===== src/rtl/pipeline_latealu_pkg.sv =====
// Shared LateALU definitions. The ALU stage imports the op codes from here
// so that both stages decode requests the same way.
package pipeline_latealu_pkg;
  localparam logic [5:0] LATEALU_OP_MULT  = 6'b000100;
  localparam logic [5:0] LATEALU_OP_MTHI  = 6'b000101;
  localparam logic [5:0] LATEALU_OP_MTLO  = 6'b000110;
  localparam logic [5:0] LATEALU_OP_MULTU = 6'b000111;

  typedef enum logic [1:0] {IDLE, MUL, FIXUP} state_t;
endpackage


===== src/rtl/pipeline_latealu_if.sv =====
// Request/result bus between the ALU stage (master) and the LateALU (slave).
interface pipeline_latealu_if;
  logic        latealu_enable;
  logic [5:0]  latealu_op;
  logic [31:0] latealu_a0;
  logic [31:0] latealu_a1;
  logic [31:0] latealu_mult_hi;
  logic [31:0] latealu_mult_lo;
  logic        busy;
  logic        req_dropped;
  logic        bad_op;

  modport master (
    output latealu_enable, latealu_op, latealu_a0, latealu_a1,
    input  latealu_mult_hi, latealu_mult_lo, busy, req_dropped, bad_op
  );
  modport slave (
    input  latealu_enable, latealu_op, latealu_a0, latealu_a1,
    output latealu_mult_hi, latealu_mult_lo, busy, req_dropped, bad_op
  );
endinterface


===== src/rtl/pipeline_latealu_mul_iter.sv =====
// Unsigned 32x32 shift-add multiplier retiring RADIX_BITS multiplier bits
// per cycle. done is high during the cycle whose edge performs the last step.
module latealu_mul_iter #(
  parameter int RADIX_BITS = 2
) (
  input  logic        clk,
  input  logic        rst,
  input  logic        start,
  input  logic [31:0] mcand,
  input  logic [31:0] mplier,
  output logic [63:0] prod,
  output logic        done
);
  localparam int STEPS = 32 / RADIX_BITS;
  localparam int CW    = $clog2(STEPS);

  logic [63:0]   md_q, acc_q, pp;
  logic [31:0]   mr_q;
  logic [CW-1:0] cnt_q;
  logic          run_q;

  always_comb begin
    pp = '0;
    for (int i = 0; i < RADIX_BITS; i++)
      if (mr_q[i]) pp = pp + (md_q << i);
  end

  assign done = run_q && (cnt_q == CW'(STEPS - 1));
  assign prod = acc_q;

  always_ff @(posedge clk) begin
    if (rst) begin
      run_q <= 1'b0;
      cnt_q <= '0;
      acc_q <= '0;
      md_q  <= '0;
      mr_q  <= '0;
    end else if (start) begin
      run_q <= 1'b1;
      cnt_q <= '0;
      acc_q <= '0;
      md_q  <= {32'd0, mcand};
      mr_q  <= mplier;
    end else if (run_q) begin
      acc_q <= acc_q + pp;
      md_q  <= md_q << RADIX_BITS;
      mr_q  <= mr_q >> RADIX_BITS;
      cnt_q <= cnt_q + 1'b1;
      if (done) run_q <= 1'b0;
    end
  end
endmodule


===== src/rtl/pipeline_latealu.sv =====
// LateALU: owns HI/LO, runs mult/multu on the iterative core, applies the
// sign fixup, and flags dropped or malformed requests.
module pipeline_latealu
  import pipeline_latealu_pkg::*;
#(
  parameter int RADIX_BITS = 2
) (
  input logic               clk,
  input logic               rst,
  pipeline_latealu_if.slave bus
);
  state_t      state_q, state_d;
  logic [31:0] hi_q, lo_q, mag0, mag1;
  logic [63:0] prod, fixed;
  logic        neg_q, drop_q, bad_q;
  logic        is_signed, is_mul, known, accept, start, mul_done;

  always_comb begin
    is_signed = bus.latealu_op == LATEALU_OP_MULT;
    is_mul    = is_signed || (bus.latealu_op == LATEALU_OP_MULTU);
    known     = is_mul || (bus.latealu_op == LATEALU_OP_MTHI)
                       || (bus.latealu_op == LATEALU_OP_MTLO);
    accept    = bus.latealu_enable && (state_q == IDLE) && known;
    start     = accept && is_mul;
    // two's-complement magnitude; 0x80000000 maps to itself, exact as unsigned
    mag0 = (is_signed && bus.latealu_a0[31]) ? (~bus.latealu_a0 + 32'd1) : bus.latealu_a0;
    mag1 = (is_signed && bus.latealu_a1[31]) ? (~bus.latealu_a1 + 32'd1) : bus.latealu_a1;
    fixed = neg_q ? (~prod + 64'd1) : prod;
  end

  latealu_mul_iter #(.RADIX_BITS(RADIX_BITS)) u_mul (
    .clk    (clk),
    .rst    (rst),
    .start  (start),
    .mcand  (mag0),
    .mplier (mag1),
    .prod   (prod),
    .done   (mul_done)
  );

  always_comb begin
    state_d = state_q;
    case (state_q)
      IDLE:    if (start) state_d = MUL;
      MUL:     if (mul_done) state_d = FIXUP;
      FIXUP:   state_d = IDLE;
      default: state_d = IDLE;
    endcase
  end

  always_ff @(posedge clk) begin
    if (rst) begin
      state_q <= IDLE;
      hi_q    <= '0;
      lo_q    <= '0;
      neg_q   <= 1'b0;
      drop_q  <= 1'b0;
      bad_q   <= 1'b0;
    end else begin
      state_q <= state_d;
      drop_q  <= bus.latealu_enable && (state_q != IDLE);
      bad_q   <= bus.latealu_enable && (state_q == IDLE) && !known;
      if (start) neg_q <= is_signed && (bus.latealu_a0[31] ^ bus.latealu_a1[31]);
      if (accept && bus.latealu_op == LATEALU_OP_MTHI) hi_q <= bus.latealu_a0;
      if (accept && bus.latealu_op == LATEALU_OP_MTLO) lo_q <= bus.latealu_a0;
      if (state_q == FIXUP) {hi_q, lo_q} <= fixed;
    end
  end

  assign bus.latealu_mult_hi = hi_q;
  assign bus.latealu_mult_lo = lo_q;
  assign bus.busy            = state_q != IDLE;
  assign bus.req_dropped     = drop_q;
  assign bus.bad_op          = bad_q;
endmodule


===== src/flat_wrapper.sv =====
// flat-port wrapper written by rule: the top's interface ports become plain ports
module pipeline_latealu_flat import pipeline_latealu_pkg::*;
#(
  parameter int RADIX_BITS = 2
)
  (clk, rst, bus_latealu_enable, bus_latealu_op, bus_latealu_a0, bus_latealu_a1, bus_latealu_mult_hi, bus_latealu_mult_lo, bus_busy, bus_req_dropped, bus_bad_op);
  pipeline_latealu_if bus_i ();
  input logic clk;
  input logic rst;
  input wire logic [$bits(bus_i.latealu_enable)-1:0] bus_latealu_enable;
  input wire logic [$bits(bus_i.latealu_op)-1:0] bus_latealu_op;
  input wire logic [$bits(bus_i.latealu_a0)-1:0] bus_latealu_a0;
  input wire logic [$bits(bus_i.latealu_a1)-1:0] bus_latealu_a1;
  output wire logic [$bits(bus_i.latealu_mult_hi)-1:0] bus_latealu_mult_hi;
  output wire logic [$bits(bus_i.latealu_mult_lo)-1:0] bus_latealu_mult_lo;
  output wire logic [$bits(bus_i.busy)-1:0] bus_busy;
  output wire logic [$bits(bus_i.req_dropped)-1:0] bus_req_dropped;
  output wire logic [$bits(bus_i.bad_op)-1:0] bus_bad_op;
  assign bus_i.latealu_enable = bus_latealu_enable;
  assign bus_i.latealu_op = bus_latealu_op;
  assign bus_i.latealu_a0 = bus_latealu_a0;
  assign bus_i.latealu_a1 = bus_latealu_a1;
  assign bus_latealu_mult_hi = bus_i.latealu_mult_hi;
  assign bus_latealu_mult_lo = bus_i.latealu_mult_lo;
  assign bus_busy = bus_i.busy;
  assign bus_req_dropped = bus_i.req_dropped;
  assign bus_bad_op = bus_i.bad_op;
  pipeline_latealu #(.RADIX_BITS(RADIX_BITS)) u_core (.clk(clk), .rst(rst), .bus(bus_i));
endmodule

===== config.mk =====
export PLATFORM = sky130hd
export DESIGN_NAME = pipeline_latealu_flat
export DESIGN_NICKNAME = d
export VERILOG_FILES = /design/src/rtl/pipeline_latealu_pkg.sv /design/src/rtl/pipeline_latealu_if.sv /design/src/rtl/pipeline_latealu_mul_iter.sv /design/src/rtl/pipeline_latealu.sv /design/src/flat_wrapper.sv
export SDC_FILE = /design/constraint.sdc
export NUM_CORES = 1
export LEC_CHECK = 0
export BUFFER_PORTS_ARGS = -buffer_cell sky130_fd_sc_hd__buf_2
export CAP_MARGIN = 20
export CORE_ASPECT_RATIO = 0.8
export CORE_MARGIN = 5
export CORE_UTILIZATION = 50
export CTS_CLUSTER_SIZE = 16
export DETAILED_ROUTE_END_ITERATION = 8
export PLACE_DENSITY_LB_ADDON = 0.2
export SETUP_SLACK_MARGIN = 0.15
export SYNTH_ARGS = -nofsm -noshare
export SYNTH_HDL_FRONTEND = slang
export SYNTH_HIERARCHICAL = 1
export SYNTH_SLANG_ARGS = --single-unit

===== constraint.sdc =====
create_clock -name clk -period 9.1 [get_ports clk]
set_input_delay 1.365 -clock clk [delete_from_list [all_inputs] [get_ports clk]]
set_output_delay 1.365 -clock clk [all_outputs]
set_load 0.05 [all_outputs]

# After elaboration in Yosys (flattened, before gate mapping)
# Cells that the tools add are included.
# classes
mux,19
reduce_logical,22
bitwise_logic,4
addsub,6
n_eq_ne,9
# ops
operator,count
$mux W32,10
$mux W64,3
$add A64 B64 Y64,2
$add A32 B1 Y32 const B,2
$add A64 B1 Y64 const B,1
$not A32 Y32,2
$not A64 Y64,1
$eq A6 B3 Y1 const B,4
$logic_and A1 B1 Y1,11
$reduce_bool A2 Y1,4
$add A4 B1 Y4 const B,1
$eq A4 B4 Y1 const B,1
$mux W2,2
$ne A2 B1 Y1 const B,2
$pmux W2 S2,1
$logic_or A1 B1 Y1,3
$mux W1,3
$eq A2 B1 Y1 const B,1
$eq A2 B2 Y1 const B,1
$logic_not A2 Y1,1
$reduce_and A2 Y1,1
$reduce_or A2 Y1,1
$logic_not A1 Y1,1
$xor A1 B1 Y1,1
# totals
ff_bits,234
inputBits,73

# Depth between registers and ports, before layout
# Gate-level depths: netlist of the first run.
# logic_depth
word_depth,8
mapped_depth,33
ltp_nobuf,26

# Cells and area by module
# The synthesis of the first run kept the hierarchy.
# by_module_without_submodules
mod,seq_area_each_um2,area_each_um2,cells_per_inst,n_inst
latealu_mul_iter,3303.2,15617.5,2102,1
pipeline_latealu,1381.3,5736.8,753,1

# Worst setup path after synthesis of the first run
# OpenSTA, ideal clock, no wires.
# synth_timing
kind,register -> register
from,register u_core.u_mul.mr_q[0]
to,"register u_core.u_mul.acc_q[62], in the netlist u_core/u_mul/prod[62]"
slack_ns,2.651
setup_ns,0.129
required_time_ns,8.971
arrival_ns,6.320
path_stages_with_launch,32
path_cell_list,dfxtp_1 buf_2 buf_2 buf_2 buf_2 clkbuf_1 clkbuf_1 and2_1 ha_1 fa_1 nand3_1 or3_1 a31o_2 a211oi_1 or2_2 a31oi_1 o21ai_1 a21boi_1 xnor2_1 mux2_2 ha_1 nand2_1 nor2_1 nand2_1 nor4_1 a21boi_0 a221oi_1 a21oi_1 a22oi_1 o31ai_1 xnor2_1 o21ai_0
# synth_via
elab_chain_cells,4
# synth_lines
item,line_no,rtl
from (decl),pipeline_latealu_mul_iter.sv:18,logic [31:0] mr_q;
from (signal assigned),pipeline_latealu_mul_iter.sv:43,mr_q <= mplier;
from (signal assigned),pipeline_latealu_mul_iter.sv:47,mr_q <= mr_q >> RADIX_BITS;
$mux W64 *,pipeline_latealu_mul_iter.sv:25,if (mr_q[i]) pp = pp + (md_q << i);
$add A64 B64 Y64,pipeline_latealu_mul_iter.sv:25,
$mux W64 *,pipeline_latealu_mul_iter.sv:25,
$add A64 B64 Y64 *,pipeline_latealu_mul_iter.sv:45,acc_q <= acc_q + pp;
to (signal assigned),pipeline_latealu_mul_iter.sv:45,
to (decl),pipeline_latealu_mul_iter.sv:17,"logic [63:0] md_q, acc_q, pp;"
# Mark *: on every way between the ends. The rest lies on a longest branch, timed or not.
# A chain may end at the register's enable or synchronous reset.

# Worst setup path after layout of the first run
# layout_timing
from,register u_core.u_mul.mr_q[0]
to,"register u_core.u_mul.acc_q[57], in the netlist u_core/u_mul/prod[57]"
# The elaborated chain is that of the path after synthesis.

==> results of run 1 <==
-- flip-flops by register name, summed over array words and instances, names as in the netlist --
signal / count
u_core/u_mul/mr_q: 32
u_core/u_mul/prod: 64
u_core/bus.latealu_mult_hi: 32
u_core/u_mul/run_q: 1
u_core/state_q: 2
u_core/bus.req_dropped: 1
u_core/bus.bad_op: 1
u_core/bus.latealu_mult_lo: 32
u_core/u_mul/md_q: 64
u_core/u_mul/cnt_q: 4
u_core/neg_q: 1
-- critical path, stage by stage, from the launching register on --
cell and delay [ns]:
sky130_fd_sc_hd__dfxtp_4 0.73, sky130_fd_sc_hd__nand2_1 0.18, sky130_fd_sc_hd__inv_1 0.14, sky130_fd_sc_hd__ha_1 0.23, sky130_fd_sc_hd__a21o_1 0.18, sky130_fd_sc_hd__maj3_2 0.31
sky130_fd_sc_hd__a21boi_1 0.17, sky130_fd_sc_hd__or2_2 0.36, sky130_fd_sc_hd__a311oi_1 0.21, sky130_fd_sc_hd__o21ai_1 0.17, sky130_fd_sc_hd__a31oi_1 0.27, sky130_fd_sc_hd__o21ai_1 0.16
sky130_fd_sc_hd__a22oi_1 0.22, sky130_fd_sc_hd__mux2_2 0.37, sky130_fd_sc_hd__xor2_1 0.15, sky130_fd_sc_hd__ha_1 0.38, sky130_fd_sc_hd__a21oi_1 0.22, sky130_fd_sc_hd__o21ai_0 0.15
sky130_fd_sc_hd__a221oi_1 0.30, sky130_fd_sc_hd__o21ai_0 0.12, sky130_fd_sc_hd__a211oi_1 0.27, sky130_fd_sc_hd__o21ai_1 0.10, sky130_fd_sc_hd__a21oi_1 0.54, sky130_fd_sc_hd__o22ai_1 0.23
sky130_fd_sc_hd__o41a_1 0.37, sky130_fd_sc_hd__xnor2_1 0.15, sky130_fd_sc_hd__o21ai_0 0.08
-- cell usage after synthesis (8+ instances only) --
cell type                  number  area share [%]
sky130_fd_sc_hd__and3_1        33            0.97
sky130_fd_sc_hd__nand4_1       31            0.91
sky130_fd_sc_hd__a221oi_1      10            0.41
sky130_fd_sc_hd__o21bai_1      23            0.81
sky130_fd_sc_hd__o41ai_1       23            0.94
sky130_fd_sc_hd__nor2_1       345             6.1
sky130_fd_sc_hd__and2_1        48             1.4
sky130_fd_sc_hd__a22oi_1       38             1.3
sky130_fd_sc_hd__o21ai_0      141             3.3
sky130_fd_sc_hd__or3_1         35             1.0
sky130_fd_sc_hd__buf_1         20            0.35
sky130_fd_sc_hd__nor3_1        44             1.0
sky130_fd_sc_hd__a31oi_1       27            0.79
sky130_fd_sc_hd__nor2b_1       26            0.76
sky130_fd_sc_hd__a21o_1        94             3.3
sky130_fd_sc_hd__or4_1         18            0.63
sky130_fd_sc_hd__clkbuf_1     144             2.5
sky130_fd_sc_hd__nor3b_1       11            0.39
sky130_fd_sc_hd__a21oi_1      269             6.3
sky130_fd_sc_hd__ha_1         107             6.3
sky130_fd_sc_hd__nand2b_1      18            0.53
sky130_fd_sc_hd__mux2i_1      141             6.6
sky130_fd_sc_hd__o31ai_1       33             1.2
sky130_fd_sc_hd__a211oi_1      13            0.46
sky130_fd_sc_hd__nand3_1       34            0.80
sky130_fd_sc_hd__nand2_1      252             4.4
sky130_fd_sc_hd__dfxtp_1      234              22
sky130_fd_sc_hd__inv_1         55            0.97
sky130_fd_sc_hd__or2_2         13            0.38
sky130_fd_sc_hd__xnor2_1      132             5.4
sky130_fd_sc_hd__nor4_1        22            0.64
sky130_fd_sc_hd__buf_2         25            0.59
sky130_fd_sc_hd__nand3b_1      15            0.53
sky130_fd_sc_hd__xor2_1       114             4.7
sky130_fd_sc_hd__o21ai_1       13            0.30
sky130_fd_sc_hd__o21a_1        19            0.67
sky130_fd_sc_hd__mux2_2        26             1.4
sky130_fd_sc_hd__and4_1         8            0.33
sky130_fd_sc_hd__a21boi_0       9            0.32
sky130_fd_sc_hd__o22ai_1       45             1.3
-- routing by layer --
layer | GRT usage, % | part of all wire, % | vias up
li1 | - | - | 10300
met1 | 45.7 | 48 | 10300
met2 | 39.9 | 39 | 1134
met4 | 6.27 | 2.4 | 0
met3 | 5.67 | 10 | 122
met5 | 0 | 0 | -
-- worst min-delay path by stage --
stage	start	to	slack, ns	cells past startpoint
6_report	u_core/bus.latealu_mult_lo[0]	u_core/bus.latealu_mult_lo[0]	0.47	2
5_1_grt	u_core/bus.latealu_mult_lo[4]	u_core/bus.latealu_mult_lo[4]	0.48	2
4_1_cts	u_core/bus.latealu_mult_lo[4]	u_core/bus.latealu_mult_lo[4]	0.47	2
3_5_place_dp	u_core/bus.latealu_mult_lo[4]	u_core/bus.latealu_mult_lo[4]	0.46	2
3_3_place_gp	u_core/bus.latealu_mult_lo[4]	u_core/bus.latealu_mult_lo[4]	0.44	2
2_1_floorplan	u_core/state_q[1]	u_core/state_q[1]	0.46	1
-- metrics by stage --
step	util [%]	total power, uW
detailed placement	52.6	1180
global route	54.9	2420
floorplan	-	1130
finish	54.9	2350
CTS	54.8	2370
global placement	52.6	1180
-- cell families after synthesis --
| group | after synthesis | share of synthesized area, % |
|---|---|---|
| AND/OR/NAND/NOR | 1005 | 23.3 |
| AO/OA/AOI/OAI | 844 | 25.6 |
| buffers and inverters | 249 | 4.59 |
| XOR/XNOR | 246 | 10.1 |
| flip-flops | 234 | 21.9 |
| multiplexers | 167 | 7.98 |
| adder cells (fa/ha/maj) | 110 | 6.51 |
-- power by group --
group	total, uW	switching [uW]	leakage [uW]	internal, uW
clock	1190	488	0.000470	698
sequential	1040	10.6	0.00189	1030
combinational	127	87.5	0.00726	39.5
total	2350	586	0.00962	1770
-- final cells by class --
| class | instances | area, um^2 | area share, % |
|---|---|---|---|
| Clock buffer | 33 | 739 | 3.20 |
| Clock inverter | 17 | 216 | 0.937 |
| Inverter | 57 | 216 | 0.937 |
| Multi-Input combinational cell | 2372 | 15700 | 68.0 |
| Sequential cell | 234 | 4690 | 20.3 |
| Tap cell | 552 | 691 | 2.99 |
| Timing Repair Buffer | 154 | 838 | 3.63 |
==> run_summary.xml, run 1 <==
<?xml version="1.0" encoding="UTF-8"?>
<metrics>
  <group name="placed_design">
    <metric name="port_buffers" unit="">139</metric>
    <metric name="inst_count_dp" unit="">3367</metric>
    <metric name="hpwlAfterDp" unit="um">53700</metric>
    <metric name="detailedPlace.worstSlack" unit="ns">2.27</metric>
    <metric name="placement.cell_area" unit="um^2">22100</metric>
    <metric name="globalplace.congestion" unit="">1.01</metric>
  </group>
  <group name="critical_path">
    <metric name="endpoint" unit="">u_core/u_mul/prod[57]</metric>
    <metric name="r2r_start" unit="">u_core/u_mul/mr_q[0]</metric>
    <metric name="timing.critical_path.from_type" unit="">register</metric>
    <metric name="r2r_cells" unit="">26</metric>
    <metric name="endpoint_kind" unit="">register</metric>
    <metric name="worstPathRequired" unit="ns">9.54</metric>
    <metric name="reg2reg_setup_slack" unit="ns">2.19</metric>
    <metric name="worstSetupStartpoint" unit="">u_core/u_mul/mr_q[0]</metric>
    <metric name="reg2reg_to" unit="">u_core/u_mul/prod[57]</metric>
    <metric name="worst-endpoint-arrival" unit="ns">7.35</metric>
    <metric name="critical_path_type" unit="">reg2reg</metric>
    <metric name="critical_path_peak_fanout" unit="">63</metric>
  </group>
  <group name="detailed_routing">
    <metric name="drcViolationCount" unit="">0</metric>
    <metric name="firstDrtPassIters" unit="">6</metric>
    <metric name="routed_wire_length_per_instance" unit="um">21.0</metric>
    <metric name="viasPerCell" unit="">6.39</metric>
    <metric name="detailroute.via_count" unit="">21800</metric>
    <metric name="ant_nets" unit="">0</metric>
    <metric name="drt-initial-drc-count" unit="">2606</metric>
    <metric name="totalWireLength" unit="um">71900</metric>
  </group>
  <group name="grt">
    <metric name="grt_antenna_before_repair" unit="">0</metric>
    <metric name="first_pass_grt_wire_length" unit="um">111000</metric>
    <metric name="first_global_vias" unit="">19700</metric>
    <metric name="groute.usage.overall" unit="%">28.9</metric>
    <metric name="grt_max_degree" unit="">114</metric>
    <metric name="grt-ovfl-total" unit="">0</metric>
  </group>
  <group name="synth">
    <metric name="yosysUniqueCellTypes" unit="">104</metric>
    <metric name="synth_warnings" unit="">6</metric>
    <metric name="synth_sequential_area_ratio" unit="%">21.9</metric>
    <metric name="postSynthNetCount" unit="">3037</metric>
    <metric name="post_synth_inst_count" unit="">2855</metric>
    <metric name="syn-mean-instance-area" unit="um^2">7.48</metric>
    <metric name="syn_area" unit="um^2">21400</metric>
    <metric name="ys_dominant_reg_cell" unit="">sky130_fd_sc_hd__dfxtp_1</metric>
    <metric name="ys_seq_elements" unit="">234</metric>
    <metric name="synth_edf_count" unit="">0</metric>
    <metric name="synth_async_sr_flop_share" unit="%">0</metric>
  </group>
  <group name="cts">
    <metric name="cts_setup_buffers" unit="">0</metric>
    <metric name="holdBufCountCts" unit="">0</metric>
    <metric name="clk_latency" unit="ns">0.59</metric>
    <metric name="max-clock-path-buffers" unit="">3</metric>
    <metric name="cts.reportedPaths.clkPinSlew" unit="ns">0.07</metric>
    <metric name="tritoncts_num_sinks" unit="">234</metric>
    <metric name="cts.root.buffer_cell" unit="">sky130_fd_sc_hd__clkbuf_16</metric>
    <metric name="tritoncts" unit="">built</metric>
    <metric name="resized_after_cts" unit="">0</metric>
    <metric name="tritoncts.num_buffers" unit="">27</metric>
    <metric name="cts_htree_levels" unit="">1</metric>
  </group>
  <group name="floorplan">
    <metric name="floorplan.io_pins" unit="">140</metric>
    <metric name="rows" unit="">67</metric>
    <metric name="die-area" unit="um^2">47000</metric>
    <metric name="design.core.area" unit="um^2">42100</metric>
    <metric name="die_h" unit="um">195</metric>
    <metric name="initial_util" unit="%">50.7</metric>
    <metric name="die_w" unit="um">241</metric>
  </group>
  <group name="final_layout">
    <metric name="layout_commonest_cell" unit="">sky130_fd_sc_hd__nor2_1</metric>
    <metric name="commonest_cells_after_routing_fill_and_taps_aside" unit="">343 x sky130_fd_sc_hd__nor2_1, 269 x sky130_fd_sc_hd__a21oi_1, 252 x sky130_fd_sc_hd__nand2_1, 230 x sky130_fd_sc_hd__dfxtp_1</metric>
    <metric name="fin_area" unit="um^2">23100</metric>
    <metric name="n_fill_cell" unit="">4045</metric>
    <metric name="area_growth_syn_to_layout" unit="%">8.19</metric>
    <metric name="post_route_cells_drive_above_1_share" unit="%">10.4</metric>
    <metric name="layout.cells.non_filler" unit="">3419</metric>
    <metric name="finish.net_count" unit="">3028</metric>
    <metric name="antenna_cells" unit="">0</metric>
  </group>
  <group name="sta">
    <metric name="slew_limit_fails" unit="">0</metric>
    <metric name="worst_slew_margin_rel" unit="%">27.1</metric>
    <metric name="setup_total_negative_slack" unit="ns">0</metric>
    <metric name="tightestPinTransition" unit="ns">1.09</metric>
    <metric name="clock.fmax" unit="MHz">145</metric>
    <metric name="final_setup_viols" unit="">0</metric>
    <metric name="timing.final.ws_setup" unit="ns">2.19</metric>
    <metric name="finalHoldViolCount" unit="">0</metric>
    <metric name="fin_crit_sh" unit="%">76.0</metric>
    <metric name="rsz0062_at_grt" unit="">false</metric>
    <metric name="skew" unit="ns">0.0319</metric>
    <metric name="fin_hold_ws" unit="ns">0.475</metric>
    <metric name="post-route-min-period" unit="ns">6.91</metric>
  </group>
  <group name="pwr">
    <metric name="p_per_area" unit="nW/um^2">102</metric>
    <metric name="power.static_leakage" unit="uW">0.00962</metric>
    <metric name="peakVddDrop" unit="uV">147</metric>
  </group>
  <group name="status">
    <metric name="outcome" unit="">finished clean</metric>
  </group>
  <group name="flow_run">
    <metric name="drv.max_cap_violation_count" unit="">0</metric>
  </group>
  <group name="hold_path">
    <metric name="timing.hold.worst.class" unit="">reg2reg</metric>
  </group>
</metrics>
No activity file was read; power rests on OpenSTA's default activity.
==> run 2: changes to the inputs <==
Clock period 9.1 ns to 6.8 ns, I/O delays scaled along.
==> run_summary.xml, run 2 (synthesis gave the netlist of run 1 again) <==
<?xml version="1.0" encoding="UTF-8"?>
<metrics>
  <group name="sta">
    <metric name="rsz0062_at_grt" unit="">true</metric>
    <metric name="post-route-min-period" unit="ns">6.36</metric>
    <metric name="final_setup_viols" unit="">0</metric>
    <metric name="fin_crit_sh" unit="%">93.6</metric>
    <metric name="skew" unit="ns">0.0447</metric>
    <metric name="clock.fmax" unit="MHz">157</metric>
    <metric name="setup_total_negative_slack" unit="ns">0</metric>
    <metric name="worst_slew_margin_rel" unit="%">16.3</metric>
    <metric name="tightestPinTransition" unit="ns">1.25</metric>
    <metric name="finalHoldViolCount" unit="">0</metric>
    <metric name="slew_limit_fails" unit="">0</metric>
    <metric name="fin_hold_ws" unit="ns">0.455</metric>
  </group>
  <group name="grt">
    <metric name="first_global_vias" unit="">19900</metric>
    <metric name="grt-ovfl-total" unit="">0</metric>
    <metric name="groute.usage.overall" unit="%">29.8</metric>
    <metric name="first_pass_grt_wire_length" unit="um">114000</metric>
    <metric name="grt_antenna_before_repair" unit="">3</metric>
    <metric name="grt_max_degree" unit="">129</metric>
  </group>
  <group name="final_layout">
    <metric name="register_area" unit="um^2">4700</metric>
    <metric name="layout.cells.non_filler" unit="">3441</metric>
    <metric name="area_growth_syn_to_layout" unit="%">9.28</metric>
    <metric name="finish.net_count" unit="">3050</metric>
    <metric name="post_route_cells_drive_above_1_share" unit="%">11.2</metric>
    <metric name="n_fill_cell" unit="">3966</metric>
    <metric name="commonest_cells_after_routing_fill_and_taps_aside" unit="">343 x sky130_fd_sc_hd__nor2_1, 268 x sky130_fd_sc_hd__a21oi_1, 252 x sky130_fd_sc_hd__nand2_1, 229 x sky130_fd_sc_hd__dfxtp_1</metric>
    <metric name="antenna_cells" unit="">0</metric>
    <metric name="layout_commonest_cell" unit="">sky130_fd_sc_hd__nor2_1</metric>
    <metric name="multi_input_comb_area" unit="um^2">15700</metric>
  </group>
  <group name="hold_path">
    <metric name="timing.hold.worst.class" unit="">reg2reg</metric>
    <metric name="worstHoldStart" unit="">u_core/bus.latealu_mult_lo[4]</metric>
  </group>
  <group name="pwr">
    <metric name="p_per_area" unit="nW/um^2">137</metric>
    <metric name="peakVddDrop" unit="uV">192</metric>
    <metric name="seqPwrFrac" unit="%">43.4</metric>
    <metric name="power_switching_share" unit="%">25.0</metric>
    <metric name="total_power" unit="uW">3200</metric>
    <metric name="power_frac_comb" unit="%">5.6</metric>
    <metric name="power_switching" unit="uW">798</metric>
    <metric name="internal_power" unit="uW">2400</metric>
    <metric name="power.static_leakage" unit="uW">0.00974</metric>
    <metric name="pwr-share-clk" unit="%">51.1</metric>
  </group>
  <group name="detailed_routing">
    <metric name="m1WireLength" unit="um">34400</metric>
    <metric name="detailroute.wirelength.met2" unit="um">29000</metric>
    <metric name="detailroute.via_count" unit="">22000</metric>
    <metric name="drcViolationCount" unit="">0</metric>
    <metric name="totalWireLength" unit="um">73900</metric>
    <metric name="top_signal_layer_used" unit="">met5</metric>
    <metric name="ant_nets" unit="">0</metric>
    <metric name="routed_wire_length_per_instance" unit="um">21.5</metric>
    <metric name="wl_met3" unit="um">8430</metric>
    <metric name="firstDrtPassIters" unit="">6</metric>
    <metric name="viasPerCell" unit="">6.40</metric>
    <metric name="drt-initial-drc-count" unit="">2910</metric>
  </group>
  <group name="cts">
    <metric name="max-clock-path-buffers" unit="">3</metric>
    <metric name="cts.root.buffer_cell" unit="">sky130_fd_sc_hd__clkbuf_16</metric>
    <metric name="cts_setup_buffers" unit="">0</metric>
    <metric name="tritoncts" unit="">built</metric>
    <metric name="cts.reportedPaths.clkPinSlew" unit="ns">0.06</metric>
    <metric name="tritoncts.num_buffers" unit="">28</metric>
    <metric name="clk_latency" unit="ns">0.61</metric>
    <metric name="tritoncts_num_sinks" unit="">234</metric>
    <metric name="cts_htree_levels" unit="">1</metric>
  </group>
  <group name="placed_design">
    <metric name="port_buffers" unit="">139</metric>
    <metric name="inst_count_dp" unit="">3388</metric>
    <metric name="globalplace.congestion" unit="">0.985</metric>
    <metric name="hpwlAfterDp" unit="um">55100</metric>
  </group>
  <group name="critical_path">
    <metric name="worst-endpoint-arrival" unit="ns">6.79</metric>
    <metric name="critical_path_type" unit="">reg2reg</metric>
    <metric name="timing.critical_path.from_type" unit="">register</metric>
    <metric name="critical_path_peak_fanout" unit="">7</metric>
    <metric name="worstPathRequired" unit="ns">7.22</metric>
    <metric name="r2r_start" unit="">u_core/u_mul/md_q[1]</metric>
    <metric name="worstSetupStartpoint" unit="">u_core/u_mul/md_q[1]</metric>
    <metric name="endpoint_kind" unit="">register</metric>
  </group>
  <group name="flow_run">
    <metric name="drv.max_cap_violation_count" unit="">0</metric>
  </group>
  <group name="status">
    <metric name="outcome" unit="">finished clean</metric>
  </group>
  <group name="floorplan">
    <metric name="initial_util" unit="%">50.7</metric>
    <metric name="die-area" unit="um^2">47000</metric>
    <metric name="die_w" unit="um">241</metric>
    <metric name="floorplan.io_pins" unit="">140</metric>
    <metric name="die_h" unit="um">195</metric>
    <metric name="rows" unit="">67</metric>
    <metric name="design.core.area" unit="um^2">42100</metric>
  </group>
</metrics>
[run 2: changes by cell type in the layout (fill, tap and decap cells not counted), moves of 2 or more]
cell                       before  now
sky130_fd_sc_hd__clkbuf_8       2    9
sky130_fd_sc_hd__clkbuf_1       3    5
sky130_fd_sc_hd__clkinv_2       7    2
sky130_fd_sc_hd__inv_6          2    0
sky130_fd_sc_hd__buf_4         13   33
[run 2: per-stage QoR]
step / utilization, % / cell area, um^2 / setup slack [ns]
after global routing: 55.4 / 23300 / 0.145
after global placement: 53.0 / 22300 / 0.566
final: 55.4 / 23300 / 0.436
after CTS: 55.3 / 23300 / 0.284
after detailed placement: 53.0 / 22300 / 0.251
after floorplan: - / 21400 / 0.351
[run 2: power by group through the flow]
stage / clock network [uW] / registers (uW) / logic (uW)
after floorplan: 0 / 1420 / 90.1
after global placement: 0 / 1420 / 171
after detailed placement: 0 / 1420 / 173
after CTS: 1660 / 1390 / 174
after global routing: 1710 / 1390 / 189
final: 1630 / 1390 / 178
[run 2: final cells by class]
cell class	instances	share of cell area, %
Timing Repair Buffer	175	4.32
Inverter	57	0.928
Tap cell	552	2.96
Multi-Input combinational cell	2372	67.4
Sequential cell	234	20.1
Clock inverter	9	0.660
Clock buffer	42	3.61
[run 2: timing repair]
| item | CTS | global route |
|---|---|---|
| hold buffers | 0 | 0 |
| endpoints found under the setup margin | 0 | 13 |
| gates resized for setup | 0 | 5 |
[run 2: path summary, 6_finish.rpt]
path                                                       to  slack, ns  depth (start not counted)
worst max-delay path                    u_core/u_mul/prod[36]       0.44                         19
worst max register to register          u_core/u_mul/prod[36]       0.44                         19
worst min-delay path            u_core/bus.latealu_mult_lo[4]       0.46                          2
worst min register to register  u_core/bus.latealu_mult_lo[4]       0.46                          2
[run 2: per-layer routing]
metal | track usage, % | up-vias
li1 | - | 10400
met1 | 46.2 | 10400
met2 | 40.5 | 1093
met3 | 8.01 | 135
met4 | 7.19 | 2
met5 | 0 | -
[run 2: critical path: stages (launching register included)]
cell	delay [ns]
sky130_fd_sc_hd__dfxtp_1	0.36
sky130_fd_sc_hd__and2_1	0.19
sky130_fd_sc_hd__ha_1	0.22
sky130_fd_sc_hd__fa_1	0.48
sky130_fd_sc_hd__a21oi_1	0.27
sky130_fd_sc_hd__o21ai_0	0.11
sky130_fd_sc_hd__a311oi_1	0.53
sky130_fd_sc_hd__o21ai_0	0.28
sky130_fd_sc_hd__xor2_1	0.18
sky130_fd_sc_hd__nand2_1	0.08
sky130_fd_sc_hd__xor2_1	0.19
sky130_fd_sc_hd__ha_1	0.43
sky130_fd_sc_hd__nand4_1	0.24
sky130_fd_sc_hd__o41ai_2	0.60
sky130_fd_sc_hd__a221oi_2	0.18
sky130_fd_sc_hd__o31ai_1	1.05
sky130_fd_sc_hd__a31oi_1	0.31
sky130_fd_sc_hd__o21ai_0	0.29
sky130_fd_sc_hd__xnor2_1	0.14
sky130_fd_sc_hd__o21ai_0	0.09
